==> config.mk <==
export PLATFORM = sky130hd
export DESIGN_NAME = disp_scan_ctrl
export DESIGN_NICKNAME = d
export VERILOG_FILES = /design/src/rtl/disp_pkg.sv /design/src/rtl/seg7_decode.sv /design/src/rtl/disp_scan_ctrl.sv
export SDC_FILE = /design/constraint.sdc
export NUM_CORES = 1
export LEC_CHECK = 0
export ABC_AREA = 1
export CORE_MARGIN = 8
export CORE_UTILIZATION = 45
export DETAILED_ROUTE_END_ITERATION = 6
export PLACE_DENSITY_LB_ADDON = 0.3
export RECOVER_POWER = 25
export SLEW_MARGIN = 15
export SYNTH_ARGS = -nofsm -noshare
export SYNTH_HDL_FRONTEND = slang
export SYNTH_SLANG_ARGS = --single-unit
==> constraint.sdc <==
create_clock -name clk -period 2.8 [get_ports clk]
set_input_delay 0.56 -clock clk [delete_from_list [all_inputs] [get_ports clk]]
set_output_delay 0.56 -clock clk [all_outputs]
set_load 0.1 [all_outputs]
==> src/rtl/disp_pkg.sv <==
// Shared constants for the multiplexed 7-segment display path.
// Segment vectors are active-low, bit order {g,f,e,d,c,b,a}.
package disp_pkg;

    localparam int          DIGIT_W    = 4;
    localparam logic [3:0]  BLANK_CODE = 4'hF;
    localparam logic [6:0]  SEG_OFF    = 7'h7F;

    // Hex glyphs, active-low
    localparam logic [6:0]  GLYPH_0 = 7'h40;
    localparam logic [6:0]  GLYPH_1 = 7'h79;
    localparam logic [6:0]  GLYPH_2 = 7'h24;
    localparam logic [6:0]  GLYPH_3 = 7'h30;
    localparam logic [6:0]  GLYPH_4 = 7'h19;
    localparam logic [6:0]  GLYPH_5 = 7'h12;
    localparam logic [6:0]  GLYPH_6 = 7'h02;
    localparam logic [6:0]  GLYPH_7 = 7'h78;
    localparam logic [6:0]  GLYPH_8 = 7'h00;
    localparam logic [6:0]  GLYPH_9 = 7'h10;
    localparam logic [6:0]  GLYPH_A = 7'h08;
    localparam logic [6:0]  GLYPH_B = 7'h03;
    localparam logic [6:0]  GLYPH_C = 7'h46;
    localparam logic [6:0]  GLYPH_D = 7'h21;
    localparam logic [6:0]  GLYPH_E = 7'h06;

    typedef logic [DIGIT_W-1:0] digit_t;

endpackage

==> src/rtl/seg7_decode.sv <==
// Combinational hex-to-7-segment decode; the blank code turns every segment off.
module seg7_decode
    import disp_pkg::*;
(
    input  logic [DIGIT_W-1:0] code,
    output logic [6:0]         seg
);

    // glyph lookup, anything outside 0..E is dark
    always_comb begin
        seg = SEG_OFF;
        case (code)
            4'h0:    seg = GLYPH_0;
            4'h1:    seg = GLYPH_1;
            4'h2:    seg = GLYPH_2;
            4'h3:    seg = GLYPH_3;
            4'h4:    seg = GLYPH_4;
            4'h5:    seg = GLYPH_5;
            4'h6:    seg = GLYPH_6;
            4'h7:    seg = GLYPH_7;
            4'h8:    seg = GLYPH_8;
            4'h9:    seg = GLYPH_9;
            4'hA:    seg = GLYPH_A;
            4'hB:    seg = GLYPH_B;
            4'hC:    seg = GLYPH_C;
            4'hD:    seg = GLYPH_D;
            4'hE:    seg = GLYPH_E;
            default: seg = SEG_OFF;
        endcase
    end

endmodule

==> src/rtl/disp_scan_ctrl.sv <==
// Multiplexed display scanner with a double-buffered message register.
// New messages land in a pending slot and only become visible at a frame
// boundary, so a frame never shows a mix of old and new digits.
module disp_scan_ctrl
    import disp_pkg::*;
#(
    parameter int NUM_DIGITS  = 4,
    parameter int REFRESH_DIV = 50000,
    parameter int BLINK_DIV   = 16
) (
    input  logic                          clk,
    input  logic                          reset,
    input  logic [NUM_DIGITS*DIGIT_W-1:0] msg_data,
    input  logic                          msg_valid,
    input  logic                          msg_blink,
    output logic                          msg_ready,
    output logic [NUM_DIGITS-1:0]         digit_sel,
    output logic [6:0]                    seg,
    output logic                          frame_tick
);

    generate
        if (NUM_DIGITS < 2 || NUM_DIGITS > 8 || REFRESH_DIV < 2 || BLINK_DIV < 1) begin : g_param_err
            $error("disp_scan_ctrl: illegal parameters NUM_DIGITS=%0d REFRESH_DIV=%0d BLINK_DIV=%0d",
                   NUM_DIGITS, REFRESH_DIV, BLINK_DIV);
        end
    endgenerate

    localparam int PW = $clog2(REFRESH_DIV);
    localparam int IW = $clog2(NUM_DIGITS);
    localparam int BW = (BLINK_DIV > 1) ? $clog2(BLINK_DIV) : 1;

    localparam logic [PW-1:0] PRE_LAST = PW'(REFRESH_DIV - 1);
    localparam logic [IW-1:0] IDX_LAST = IW'(NUM_DIGITS - 1);
    localparam logic [BW-1:0] BLK_LAST = BW'(BLINK_DIV - 1);

    typedef struct packed {
        logic                                blink;
        logic [NUM_DIGITS-1:0][DIGIT_W-1:0]  digits;
    } msg_t;

    logic [PW-1:0] presc;
    logic [IW-1:0] idx;
    logic [BW-1:0] bcnt;
    logic          bphase;
    logic          pend_full;
    msg_t          pend;
    msg_t          act;

    logic          term;
    logic          commit;
    logic          load;
    digit_t        cur_code;

    assign term       = (presc == PRE_LAST);
    assign frame_tick = term && (idx == IDX_LAST);
    assign msg_ready  = ~pend_full;
    assign load       = msg_valid && ~pend_full;
    // commit wins over load; they can never coincide since load needs an empty slot
    assign commit     = frame_tick && pend_full;

    // refresh prescaler and digit index
    always_ff @(posedge clk or posedge reset) begin
        if (reset) begin
            presc <= '0;
            idx   <= '0;
        end else if (term) begin
            presc <= '0;
            idx   <= (idx == IDX_LAST) ? '0 : idx + IW'(1);
        end else begin
            presc <= presc + PW'(1);
        end
    end

    // pending/active message buffers, committed only at frame end
    always_ff @(posedge clk or posedge reset) begin
        if (reset) begin
            pend_full   <= 1'b0;
            pend.blink  <= 1'b0;
            pend.digits <= {NUM_DIGITS{BLANK_CODE}};
            act.blink   <= 1'b0;
            act.digits  <= {NUM_DIGITS{BLANK_CODE}};
        end else if (commit) begin
            act       <= pend;
            pend_full <= 1'b0;
        end else if (load) begin
            pend.digits <= msg_data;
            pend.blink  <= msg_blink;
            pend_full   <= 1'b1;
        end
    end

    // blink frame counter; a fresh message always starts in the visible phase
    always_ff @(posedge clk or posedge reset) begin
        if (reset) begin
            bcnt   <= '0;
            bphase <= 1'b0;
        end else if (commit) begin
            bcnt   <= '0;
            bphase <= 1'b0;
        end else if (frame_tick) begin
            if (bcnt == BLK_LAST) begin
                bcnt   <= '0;
                bphase <= ~bphase;
            end else begin
                bcnt <= bcnt + BW'(1);
            end
        end
    end

    // active-low one-hot anode drive, all off during the dark blink phase
    always_comb begin
        digit_sel = '1;
        if (!(act.blink && bphase))
            digit_sel[idx] = 1'b0;
    end

    assign cur_code = act.digits[idx];

    seg7_decode u_dec (
        .code (cur_code),
        .seg  (seg)
    );

endmodule

* Yosys cells after proc, flatten, opt, wreduce, memory -nomap -nowiden
Memories as Yosys holds them, arrays and structs flattened. Cells that the tools add are included.
Word-level totals: bits in registers 58, memory bits (read-only) 112, input bits 20, logic and storage cells 53, memories kept 1
Memory list:
- (no name shown) | depth 16, bits a word 7, read ports 1, clocked after Yosys merged registers in 0, wr ports 0, RTL line seg7_decode.sv:12 | case (code)
Operators by class: add/sub/neg operators 3, order comparisons 2, eq/ne operators 3, multiplexer cells 15, bitwise gates (word level) 4, reductions and logical operators 10
Operator list (count):
- $mux W4 | 5
- $add A16 B1 Y16 const B | 1
- $eq A16 B16 Y1 const B | 1
- $mux W16 | 1
- $bmux W4 S2 | 1
- $mux W1 | 6
- $reduce_bool A2 Y1 | 3
- $logic_and A1 B1 Y1 | 5
- $add A4 B1 Y4 const B | 1
- $eq A4 B4 Y1 const B | 1
- $not A4 Y4 | 1
- $reduce_and A2 Y1 | 2
- $lt A2 B3 Y1 const B | 1
- $not A1 Y1 | 3
- $add A2 B1 Y2 const B | 1
- $demux W1 S2 | 1
- $eq A2 B2 Y1 const B | 1
- $ge A2 B1 Y1 const B | 1
- $mux W2 | 1

* Depth between registers and ports, before layout
Gate-level depths: netlist of run 1.
depth after elaboration 6, gate-level depth with buffers 11

* Cells and area by module
From an unflattened synthesis of run 1, not the netlist that was laid out.
Second synthesis, totals: cells, all modules 384, area total of the unflattened synthesis 3194.3 sq um
Modules (own cells, without submodules):
- disp_scan_ctrl | times used 1, cells each 333, area an instance 2929.1 sq um, sequential area each 1491.4 sq um
- seg7_decode | times used 1, cells each 51, area an instance 265.3 sq um, sequential area each 0.0 sq um

* Least setup slack after synthesis of run 1
OpenSTA, ideal clock, no wires.
path type register to output, start reg idx[0], end out seg[2], arrival time 2759 ps, required time 2240 ps, path slack -519 ps, cell stages (with the launch flop) 10, cell sequence dfrtp_1 > inv_2 > buf_2 > nand2_1 > nand3_1 > nand2_1 > inv_1 > ha_1 > nand2_1 > o22ai_1
Between the ends: longest elaborated chain between the ends 3
RTL lines:
- from (decl) | RTL line disp_scan_ctrl.sv:43 | logic [IW-1:0] idx;
- from (signal assigned) | RTL line disp_scan_ctrl.sv:69 | idx <= (idx == IDX_LAST) ? '0 : idx + IW'(1);
- $bmux W4 S2 | RTL line disp_scan_ctrl.sv:118 | assign cur_code = act.digits[idx];
- $mux W4 (not written as such) | RTL line disp_scan_ctrl.sv:118
- $mem_v2 Z16 W7
- to (decl) | RTL line disp_scan_ctrl.sv:18 | output logic [6:0] seg,
No other way between the ends. The select of a mux whose other input is x is not followed.

* Final worst setup path of run 1
start reg idx[1], end out seg[3]
Same word-level chain as after synthesis.

==> results.rst, run 1 <==
.. list-table::
   :header-rows: 1

   * - Metric
     - Value
   * - Layout Utilization
     - 57.9%
   * - Synth cell types
     - 34
   * - Last weighted congestion value of the routability-driven placer
     - 0.881
   * - Proportion of total power due to net switching
     - 20.1%
   * - Switching power of the nets
     - 0.000369 W
   * - Critical path data arrival time
     - 2.10 ns
   * - Gate count after technology mapping
     - 366
   * - Flip-flop and latch count after synthesis
     - 58
   * - All-Layer GR Usage
     - 13.5%
   * - Final net count
     - 441
   * - Max Buffers Root-to-Sink
     - 2
   * - Final-report setup violation count
     - 0
   * - Total die area
     - 10,000 sq um
   * - Leading cell types in the layout, fill and taps excluded
     - sky130_fd_sc_hd__nand2_1 (120), sky130_fd_sc_hd__inv_1 (35), sky130_fd_sc_hd__dfstp_2 (32), sky130_fd_sc_hd__nor2_1 (26), sky130_fd_sc_hd__dfrtp_1 (24)
   * - Count of max-cap constraint violations
     - 0
   * - Fraction of final layout cells with drive strength greater than 1
     - 27.8%
   * - Worst reg2reg setup slack
     - 1.10 ns
   * - Floorplan Core Area
     - 6830 sq um
   * - Total Power
     - 0.00184 W
   * - Library cell with the largest summed area after synthesis
     - sky130_fd_sc_hd__dfstp_2
   * - Crit path capture type
     - output port
   * - Number of max-slew violations in the final report
     - 0
   * - Maximum level of the CTS H-tree
     - 3
   * - Cell count of the worst hold path
     - 1
   * - Most frequent standard cell in the layout excluding fill and tap cells
     - sky130_fd_sc_hd__nand2_1
   * - Destination of the worst register-to-register timing path
     - act[16]$_DFFE_PP0N_
   * - RR Startpoint
     - idx[0]$_DFFE_PP0N_
   * - Internal Pwr Total
     - 0.00147 W
   * - Post-route setup TNS
     - 0 ns
   * - End point of the worst hold path
     - presc[0]$_DFF_PP0_
   * - Top achievable clock speed
     - 0.376 GHz
   * - Sequential power share
     - 45.6%
   * - Min-delay worst type
     - reg2reg
   * - Worst setup path category
     - reg2out
   * - Initial core utilization
     - 46.5%
   * - DR DRC count
     - 0
   * - Worst setup skew after layout
     - 0.00982 ns
   * - ANT cells
     - 0
   * - Die height
     - 100 um
   * - Clk_lat worst skew
     - 0.34 ns
   * - Number of top-level pins
     - 33
   * - CTS buffer count
     - 9
   * - Cells taking the most area after synthesis
     - sky130_fd_sc_hd__dfstp_2 (26%), sky130_fd_sc_hd__dfrtp_1 (20%), sky130_fd_sc_hd__nand2_1 (14%)
   * - Average routed wire per standard cell
     - 12.5 um
   * - Number of cell rows
     - 30
   * - DRT iter0 DRCs
     - 60
   * - Sum of routed wire length over all layers
     - 6360 um
   * - Mean cell area of the mapped netlist
     - 8.68 sq um
   * - Final clock period utilization by the worst path
     - 94.9%
   * - Relative slew slack
     - 25.9%
   * - Transition time of the tightest slew-check pin
     - 1.11 ns
   * - Floorplan die width
     - 100 um
   * - Portion of synthesized cell area occupied by the leading cell type
     - 26.5%
   * - Layout area overhead
     - 24.6%
   * - Hold Buf Count CTS
     - 0
   * - DRT Pass-1 Iters
     - 4
   * - Launch point of the worst hold path
     - presc[0]$_DFF_PP0_
   * - Total leakage power
     - 1.85 nW
   * - Root buffer cell
     - sky130_fd_sc_hd__clkbuf_8
   * - Number of synthesis warnings
     - 0
   * - Sequential share of the synthesized area
     - 47.0%
   * - Total via count after detailed routing
     - 2,450
   * - Length in cells of the worst reg-to-reg path
     - 7
   * - Number of antenna violations at the first check in global routing
     - 0
   * - Minimum clock period after layout
     - 2.66 ns
   * - Syn_nets
     - 398
   * - Largest voltage drop on the vdd net
     - 0.320 mV
   * - Cell area after technology mapping
     - 3180 sq um
   * - Share of total power in the clock network
     - 52.1%
   * - Fin. Hold Viols
     - 0
   * - Per-cell via count in the routed design
     - 4.80
   * - Congestion Overflow GR
     - 0
   * - Status
     - completed
   * - Pin count of the biggest net entering global routing
     - 30
   * - Power share of the combinational group
     - 2.3%
   * - Detailed placer's ending HPWL
     - 4700 um
   * - Critical Path Fanout Max
     - 7
   * - Buffers added on ports
     - 32
   * - Worst Hold Margin
     - 0.458 ns
   * - CTS clk-pin slew, worst paths
     - 0.07 ns
   * - Required time at the endpoint of the critical path
     - 2.24 ns
   * - Post-route antenna net violation count
     - 0
   * - Vias in the first global route
     - 2,323
   * - Startpoint class of the critical path
     - register
   * - Global-route wire length before repair
     - 10,700 um
   * - Total power divided by cell area
     - 466 nW/um^2
   * - CTS sink count
     - 58
   * - CTS tree
     - built
==> cell usage after synthesis, drive strengths merged <==
master  number
nand2      130
inv         44
buf          4
dfstp       32
o22ai        1
o21ai       12
o211ai       3
mux2        17
o21a         2
ha          12
nor3b        1
nand3       25
a21oi        3
o21bai       1
dfrtp       26
nand4        3
xor2         7
nor2        37
nor4         1
nor3         5
==> sequential cells by signal (all words and copies together), names as in the netlist <==
register,flops
bphase,1
bcnt,4
pend_full,1
presc,16
pend,17
idx,2
act,17
==> layout make-up <==
class / instances / area [sq um]
tap: 96 / 120
multi-input combinational: 260 / 1510
clock inverter: 5 / 81.3
sequential: 58 / 1490
clock buffer: 11 / 174
timing repair buffer: 36 / 412
fill: 632 / 2870
inverter: 44 / 170
==> stage by stage <==
stage	std cells	cell area [sq um]	setup WS, ns
6_report	510	3960	0.143
2_1_floorplan	366	3190	0.0119
3_3_place_gp	492	3670	0.399
4_1_cts	508	3930	0.0317
5_1_grt	510	3960	-0.00383
3_5_place_dp	492	3670	0.311
==> power by group through the flow <==
stage / clock network, W / registers, W / logic (W)
floorplan: 0 / 0.000854 / 0.0000121
global placement: 0 / 0.000854 / 0.0000451
detailed placement: 0 / 0.000854 / 0.0000457
CTS: 0.000972 / 0.000840 / 0.0000458
global route: 0.00101 / 0.000840 / 0.0000488
finish: 0.000959 / 0.000840 / 0.0000428
==> cells by family after synthesis <==
family / share of synthesized area [%]
AND/OR/NAND/NOR: 29.6
flip-flops: 47.0
adder cells (fa/ha/maj): 4.73
XOR/XNOR: 1.93
buffers and inverters: 6.42
multiplexers: 6.03
AO/OA/AOI/OAI: 4.29
==> metal layers <==
| metal | vias up | track usage, % | share of wire, % |
|---|---|---|---|
| met5 | - | 0 | 0 |
| met4 | 0 | 6.05 | 2.2 |
| met3 | 16 | 4.01 | 3.6 |
| met2 | 45 | 21.6 | 49 |
| met1 | 1150 | 16.4 | 45 |
| li1 | 1239 | - | - |
==> worst max-delay path, stage by stage, from the launching register on <==
cell and delay (ns):
sky130_fd_sc_hd__dfrtp_2 0.47, sky130_fd_sc_hd__inv_2 0.14, sky130_fd_sc_hd__nand3_1 0.10, sky130_fd_sc_hd__nand2_2 0.16, sky130_fd_sc_hd__inv_1 0.10, sky130_fd_sc_hd__ha_1 0.22, sky130_fd_sc_hd__nand2_1 0.11, sky130_fd_sc_hd__o21ai_0 0.09
sky130_fd_sc_hd__o21a_1 0.21, sky130_fd_sc_hd__buf_12 0.17
==> worst max-delay path by stage <==
stage,startpoint,endpoint,slack (ns),cells after the start
2_1_floorplan,idx[0]$_DFFE_PP0N_,seg[3],0.01,8
3_5_place_dp,idx[0]$_DFFE_PP0N_,seg[3],0.31,8
6_report,idx[1]$_DFFE_PP0N_,seg[3],0.14,9
4_1_cts,idx[0]$_DFFE_PP0N_,seg[3],0.03,8
5_1_grt,idx[0]$_DFFE_PP0N_,seg[3],-0.004,10
3_3_place_gp,idx[0]$_DFFE_PP0N_,seg[3],0.40,8
==> what timing repair did <==
item / 4_1_cts / 5_1_grt
buffers inserted: 0 / 2
endpoints found under the setup margin: 3 / 5
gates resized for setup: 2 / 6
Note: power is estimated with default switching activity, not from simulation.
==> inputs of run 2 (changes only) <==
--- a/config.mk
+++ b/config.mk
@@ -9,6 +9,7 @@
 export CORE_MARGIN = 8
 export CORE_UTILIZATION = 45
 export DETAILED_ROUTE_END_ITERATION = 6
+export GPL_ROUTABILITY_DRIVEN = 0
 export PLACE_DENSITY_LB_ADDON = 0.3
 export RECOVER_POWER = 25
 export SLEW_MARGIN = 15
==> results of run 2 <==
The final DEF is identical to that of run 1; final timing and power are the same.
